===== src/rtl/parity_arb_pkg.sv =====
// Shared definitions for parity_arbiter: FSM encoding, requester ids and default word width.
package parity_arb_pkg;

  localparam int unsigned WIDTH_DEFAULT = 3;

  localparam logic ID_REQ0 = 1'b0;
  localparam logic ID_REQ1 = 1'b1;

  typedef enum logic [2:0] {
    IDLE   = 3'd0,
    CLEAR  = 3'd1,
    SHIFT  = 3'd2,
    SAMPLE = 3'd3,
    HOLD   = 3'd4
  } state_t;

endpackage


===== src/rtl/rr_arbiter2.sv =====
// Two-way grant logic. PARITY_ARB_ROUND_ROBIN_EN selects round-robin with a last_id
// register; otherwise requester 0 has fixed priority.
module rr_arbiter2
  import parity_arb_pkg::*;
(
`ifdef PARITY_ARB_ROUND_ROBIN_EN
  input  logic clk,
  input  logic reset,
  input  logic accept,
`endif
  input  logic valid0,
  input  logic valid1,
  output logic gnt0,
  output logic gnt1
);

`ifdef PARITY_ARB_ROUND_ROBIN_EN
  logic last_id;

  // Starts at requester 1 so requester 0 wins the first contention.
  always_ff @(posedge clk or negedge reset) begin
    if (!reset) begin
      last_id <= ID_REQ1;
    end else if (accept) begin
      last_id <= gnt1 ? ID_REQ1 : ID_REQ0;
    end
  end

  always_comb begin
    gnt0 = valid0 && (!valid1 || (last_id == ID_REQ1));
    gnt1 = valid1 && (!valid0 || (last_id == ID_REQ0));
  end
`else
  always_comb begin
    gnt0 = valid0;
    gnt1 = valid1 && !valid0;
  end
`endif

endmodule


===== src/rtl/parity_arbiter.sv =====
// Shares one bit-serial parity checker between two word requesters: clear, shift MSB-first,
// sample, then hold the result. Arbitration mode set by PARITY_ARB_ROUND_ROBIN_EN.
module parity_arbiter
  import parity_arb_pkg::*;
#(
  parameter int unsigned WIDTH = WIDTH_DEFAULT
) (
  input  logic             clk,
  input  logic             reset,
  input  logic             req0_valid,
  input  logic [WIDTH-1:0] req0_data,
  output logic             req0_ready,
  input  logic             req1_valid,
  input  logic [WIDTH-1:0] req1_data,
  output logic             req1_ready,
  output logic             chk_bit,
  output logic             chk_reset,
  input  logic             chk_parity,
  output logic             res_valid,
  output logic             res_data,
  output logic             res_id,
  input  logic             res_ready
);

  localparam int unsigned CW = $clog2(WIDTH);

  state_t           state, state_next;
  logic [WIDTH-1:0] word;
  logic [CW-1:0]    count;
  logic             id;
  logic             gnt0, gnt1, accept;
  logic             chk_bit_d, chk_reset_d, res_valid_d;

  rr_arbiter2 u_arb (
`ifdef PARITY_ARB_ROUND_ROBIN_EN
    .clk    (clk),
    .reset  (reset),
    .accept (accept),
`endif
    .valid0 (req0_valid),
    .valid1 (req1_valid),
    .gnt0   (gnt0),
    .gnt1   (gnt1)
  );

  always_ff @(posedge clk or negedge reset) begin
    if (!reset) state <= IDLE;
    else        state <= state_next;
  end

  always_comb begin
    state_next = state;
    case (state)
      IDLE:    if (accept) state_next = CLEAR;
      CLEAR:   state_next = SHIFT;
      SHIFT:   if (count == '0) state_next = SAMPLE;
      SAMPLE:  state_next = HOLD;
      HOLD:    if (res_ready) state_next = IDLE;
      default: state_next = IDLE;
    endcase
  end

  // Checker drive and result valid are decoded one cycle ahead and registered.
  always_comb begin
    req0_ready  = 1'b0;
    req1_ready  = 1'b0;
    accept      = 1'b0;
    chk_bit_d   = 1'b0;
    chk_reset_d = 1'b0;
    res_valid_d = 1'b0;
    if ((state == IDLE) && reset) begin
      req0_ready = gnt0;
      req1_ready = gnt1;
    end
    accept      = (req0_valid && req0_ready) || (req1_valid && req1_ready);
    chk_reset_d = (state_next == CLEAR);
    res_valid_d = (state_next == HOLD);
    case (state)
      CLEAR:   chk_bit_d = word[WIDTH-1];
      SHIFT:   if (count != '0) chk_bit_d = word[count - CW'(1)];
      default: chk_bit_d = 1'b0;
    endcase
  end

  always_ff @(posedge clk or negedge reset) begin
    if (!reset) begin
      word      <= '0;
      id        <= ID_REQ0;
      count     <= '0;
      chk_bit   <= 1'b0;
      chk_reset <= 1'b0;
      res_valid <= 1'b0;
      res_data  <= 1'b0;
      res_id    <= 1'b0;
    end else begin
      chk_bit   <= chk_bit_d;
      chk_reset <= chk_reset_d;
      res_valid <= res_valid_d;
      if (accept) begin
        word <= gnt1 ? req1_data : req0_data;
        id   <= gnt1 ? ID_REQ1 : ID_REQ0;
      end
      if (state == CLEAR) begin
        count <= CW'(WIDTH - 1);
      end else if ((state == SHIFT) && (count != '0)) begin
        count <= count - CW'(1);
      end
      if (state == SAMPLE) begin
        res_data <= chk_parity;
        res_id   <= id;
      end
    end
  end

endmodule


===== config.mk =====
export PLATFORM = sky130hd
export DESIGN_NAME = parity_arbiter
export DESIGN_NICKNAME = d
export VERILOG_FILES = /design/src/rtl/parity_arb_pkg.sv /design/src/rtl/rr_arbiter2.sv /design/src/rtl/parity_arbiter.sv
export SDC_FILE = /design/constraint.sdc
export NUM_CORES = 1
export LEC_CHECK = 0
export CAP_MARGIN = 5
export CORE_MARGIN = 2
export CORE_UTILIZATION = 45
export DETAILED_ROUTE_END_ITERATION = 10
export GPL_ROUTABILITY_DRIVEN = 0
export PLACE_DENSITY = 0.84
export SYNTH_ARGS = -nofsm -noshare
export SYNTH_HDL_FRONTEND = slang
export SYNTH_SLANG_ARGS = --single-unit

===== constraint.sdc =====
create_clock -name clk -period 2.17 [get_ports clk]
set_clock_uncertainty 0.05 [all_clocks]
set_input_delay 0.3255 -clock clk [delete_from_list [all_inputs] [get_ports clk]]
set_output_delay 0.3255 -clock clk [all_outputs]
set_load 0.01 [all_outputs]

==> results by stage <==
GRT:
- Global routing used between 10% and 20% of the available tracks across all layers.
- The residual overflow from global routing is 0.
- Entering global routing, the biggest net connects 16 pins.
- The first global-routing pass estimated roughly 2200 um of wire.
- The number of antenna violations at the first check in global routing is 0.
- The number of global-route vias before repair is 515.

Die:
- In this run the vertical extent of the chip is 42.6 um.
- The floorplan core area is about 1400 um2.
- The initial cell density of the core is 49.7%.
- The area of the die is 1820 um2.
- After floorplanning, the core was divided into 13 placement rows.
- The horizontal extent of the die is about 43 um.
- The number of primary I/O pins is 19.

Timing:
- The share of the clock period used by the worst path after layout is 90.8%.
- The highest clock rate is 0.507 GHz.
- After layout, the worst setup slack is about 0.20 ns.
- Setup repair after global routing left no endpoint under its margin.
- Subtracting the final worst setup slack from the clock period gives 1.97 ns.
- The number of hold-slack violations in the final timing report is 0.
- The setup total negative slack is 0 ns.
- Setup violations remaining at the end of the flow were counted as 0.
- For the pin with the worst max-slew slack, the measured transition is 0.333 ns.
- The total count of max-transition violations in the final report is 0.
- The remaining max-slew budget at the tightest pin is a little under 80%.

Route:
- Summed over all layers, the routed wires come to 1280 um.
- The wire length per cell after detailed routing is roughly 13 um.
- In this run, the number of DRC markers left after iteration 0 of detailed routing was 12.
- The detailed router placed 541 vias in this run.
- The detail route stage leaves a number of antenna-violating nets equal to 0.
- The vias per cell is 5.30.
- In the routed design, unresolved DRC markers number 0.
- The number of detailed-routing iterations run before antenna repair is 4.

Layout:
- For this run, the post-layout net count is 102.
- The area growth from synthesis to layout is 38.8%.
- 0 antenna diodes ended up in the layout.
- The filler cell count in the final layout is 115.
- The finished cells cover 931 um2.
- In the final layout, the share of cells above drive strength 1 is 18.4%.

Placed design:
- The worst setup slack before clock tree synthesis is -0.155 ns.
- The wire-length estimate of the detail-placed layout is 974 um.
- Summing all placed instances gives a cell area of 905 um2.
- The number of I/O port buffers is 18.

Worst setup path:
- The endpoint identified for the worst register-to-register timing path is chk_bit.
- STA classifies the critical path endpoint as a primary output.
- The critical path is of the input pin to primary output type.
- Of all nets on the critical path, the largest fanout is 3.
- The worst-case register-to-register setup slack is about 0.41 ns.
- The data arrival time of the critical path is 1.60 ns.
- The data required time of the critical path is 1.79 ns.
- The depth of the most critical reg-to-reg path is 5.
- The worst register-to-register path begins at count[0].
- STA classifies the critical path startpoint as an input pin.

Synthesis:
- The post-synthesis instance total is 62.
- The number of register bits inferred by synthesis is 14.
- Counting flops with a built-in enable in the synthesized netlist gives 0.
- By count the netlist is led by sky130_fd_sc_hd__dfrtp_1 (14), sky130_fd_sc_hd__nand3_1 (6), sky130_fd_sc_hd__nor2_1 (5), sky130_fd_sc_hd__nand2_1 (4), sky130_fd_sc_hd__nand2b_1 (4).
- In the synthesized netlist the dominant register cell turns out to be sky130_fd_sc_hd__dfrtp_1.
- Counting flops with an async set or reset pin after synthesis yields a share of 100%.
- The area of the mapped netlist is 671 um2.
- Of the synthesized area, sequential elements account for a little over half.
- The cell type with the largest total area after synthesis is sky130_fd_sc_hd__dfrtp_1.
- The share of the synthesized area in the top cell type is 52.2%.
- A synthesized cell averages 10.8 um2.
- The most used standard cell by instance count after synthesis is sky130_fd_sc_hd__dfrtp_1.
- The number of nets in the synthesized netlist is 75.
- In this run, distinct cell masters in the synthesized netlist total 26.
- Ranked by total cell area, the synthesized netlist is headed by sky130_fd_sc_hd__dfrtp_1 (52%), sky130_fd_sc_hd__nand3_1 (4.5%), sky130_fd_sc_hd__a32oi_1 (3.9%).
- During synthesis, Yosys emitted a total of 0 warnings.

Pwr:
- The internal power summed over all cells is between 0.0007 and 0.0008 W.
- The share of total power in combinational logic is 47.9%.
- In this run switching power makes up 34.3% of total power.
- In this run the power spent charging and discharging nets is 0.000394 W.
- The power per unit of standard cell area is between 1000 and 1500 nW/um2.
- The clock network is responsible for 12.6% of the overall power.
- The peak ir drop on the vdd network is ~0.7 mV.
- The leakage power figure is 0.427 nW.
- Of the total power, registers draw 39.5%.

Clock network:
- The latest clock arrival within the worst-skew pair is about 0.27 ns.
- The buffer cell driving the clock tree root is sky130_fd_sc_hd__clkbuf_4.
- In this run, CTS created clock tree buffers numbering 3.
- The clock input transition at the sequential cells of the worst setup and hold paths is roughly 0.080 ns.
- CTS saw 14 sinks.
- The maximum number of buffers from clock root to sink is 2.
- The TritonCTS clock tree is done.
- The number of levels the H-tree was split into is 1.

Hold path:
- The classification of the worst-slack hold path is input pin to asynchronous set/reset pin.

Run status:
- The flow ran to the end, and the final reports show no timing, DRC or antenna violations.

Run:
- Max-cap violations in this run came to 0.
through the flow:
stage                     hold WS (ns)  util (%)  instances  total power [W]
after global placement           0.438      67.0         99         0.000988
final                            0.329      69.0        102          0.00115
after global routing             0.343      69.0        102          0.00125
after floorplan                -0.0201         -         62         0.000806
after CTS                        0.330      69.0        102          0.00116
after detailed placement         0.434      67.0         99          0.00101
cell usage in the layout, fill, tap and decap left out, drive strengths merged:
cell,instances
a21oi,1
a22o,1
a2bb2oi,1
a32oi,3
and2,2
buf,7
clkbuf,3
clkdlybuf4s50,16
dfrtp,14
dlygate4sd2,2
ha,1
inv,2
mux2,2
mux2i,1
nand2,4
nand2b,4
nand3,6
nand3b,1
nor2,5
nor2b,2
nor3,1
nor4b,1
o211ai,1
o31ai,1
or3b,1
or4b,2
xnor2,2
final cells by class:
cell class | count | area [um2] | area share (%)
clock buffer | 3 | 22.5 | 2.42
inverter | 2 | 7.51 | 0.806
multi-input combinational | 43 | 302 | 32.4
sequential | 14 | 350 | 37.6
tap | 15 | 18.8 | 2.02
timing repair buffer | 25 | 230 | 24.7
registers in the layout, summed over array words and instances, names as in the netlist:
signal	flops
res_valid	1
word	3
id	1
res_id	1
chk_bit	1
state	3
chk_reset	1
count	2
res_data	1
layer usage:
metal / GRT usage [%] / share of wire (%) / wire length, um
met1: 22.0 / 48 / 612
met2: 25.2 / 48 / 611
met3: 5.17 / 3.7 / 47
met4: 7.50 / 0.47 / 6
met5: 0 / 0 / 0
worst max-delay path, cell delays in order:
cell	delay, ns
sky130_fd_sc_hd__clkdlybuf4s50_1	0.47
sky130_fd_sc_hd__nor4b_2	0.21
sky130_fd_sc_hd__buf_4	0.16
sky130_fd_sc_hd__nand2_1	0.05
sky130_fd_sc_hd__nor2_1	0.09
sky130_fd_sc_hd__dlygate4sd2_1	0.28
how the worst max path moves through the flow:
stage,start,slack (ns),endpoint,cells past startpoint
after detailed placement,reset,-0.16,req1_ready,6
after global placement,reset,-0.09,req1_ready,6
after CTS,reset,0.17,req1_ready,6
after floorplan,state[1],0.47,req1_ready,5
final,reset,0.20,req1_ready,6
after global routing,reset,0.07,req1_ready,6
power groups by stage:
stage          Sequential, W  Clock [W]  Combinational [W]
6_report            0.000453   0.000145           0.000551
4_1_cts             0.000455   0.000148           0.000558
3_5_place_dp        0.000456          0           0.000558
2_1_floorplan       0.000466          0           0.000340
3_3_place_gp        0.000448          0           0.000540
5_1_grt             0.000468   0.000165           0.000619
cells by family (layout without fill, tap and decap cells):
group,count (synthesis),after routing,synth area share (%)
simple gates,29,29,24.4
flops,14,14,52.2
compound gates,8,8,10.3
buf+inv,5,30,3.73
mux,3,3,4.85
xor+xnor,2,2,2.61
fa+ha+maj,1,1,1.87
what timing repair did:
item                                   in CTS  in global routing
setup buffers                               0                  0
endpoints found under the hold margin       0                  0
setup endpoints to repair                   2                  0
hold buffers                                0                  0
resized for setup                           3                  0
(Power assumes the default switching activity.)
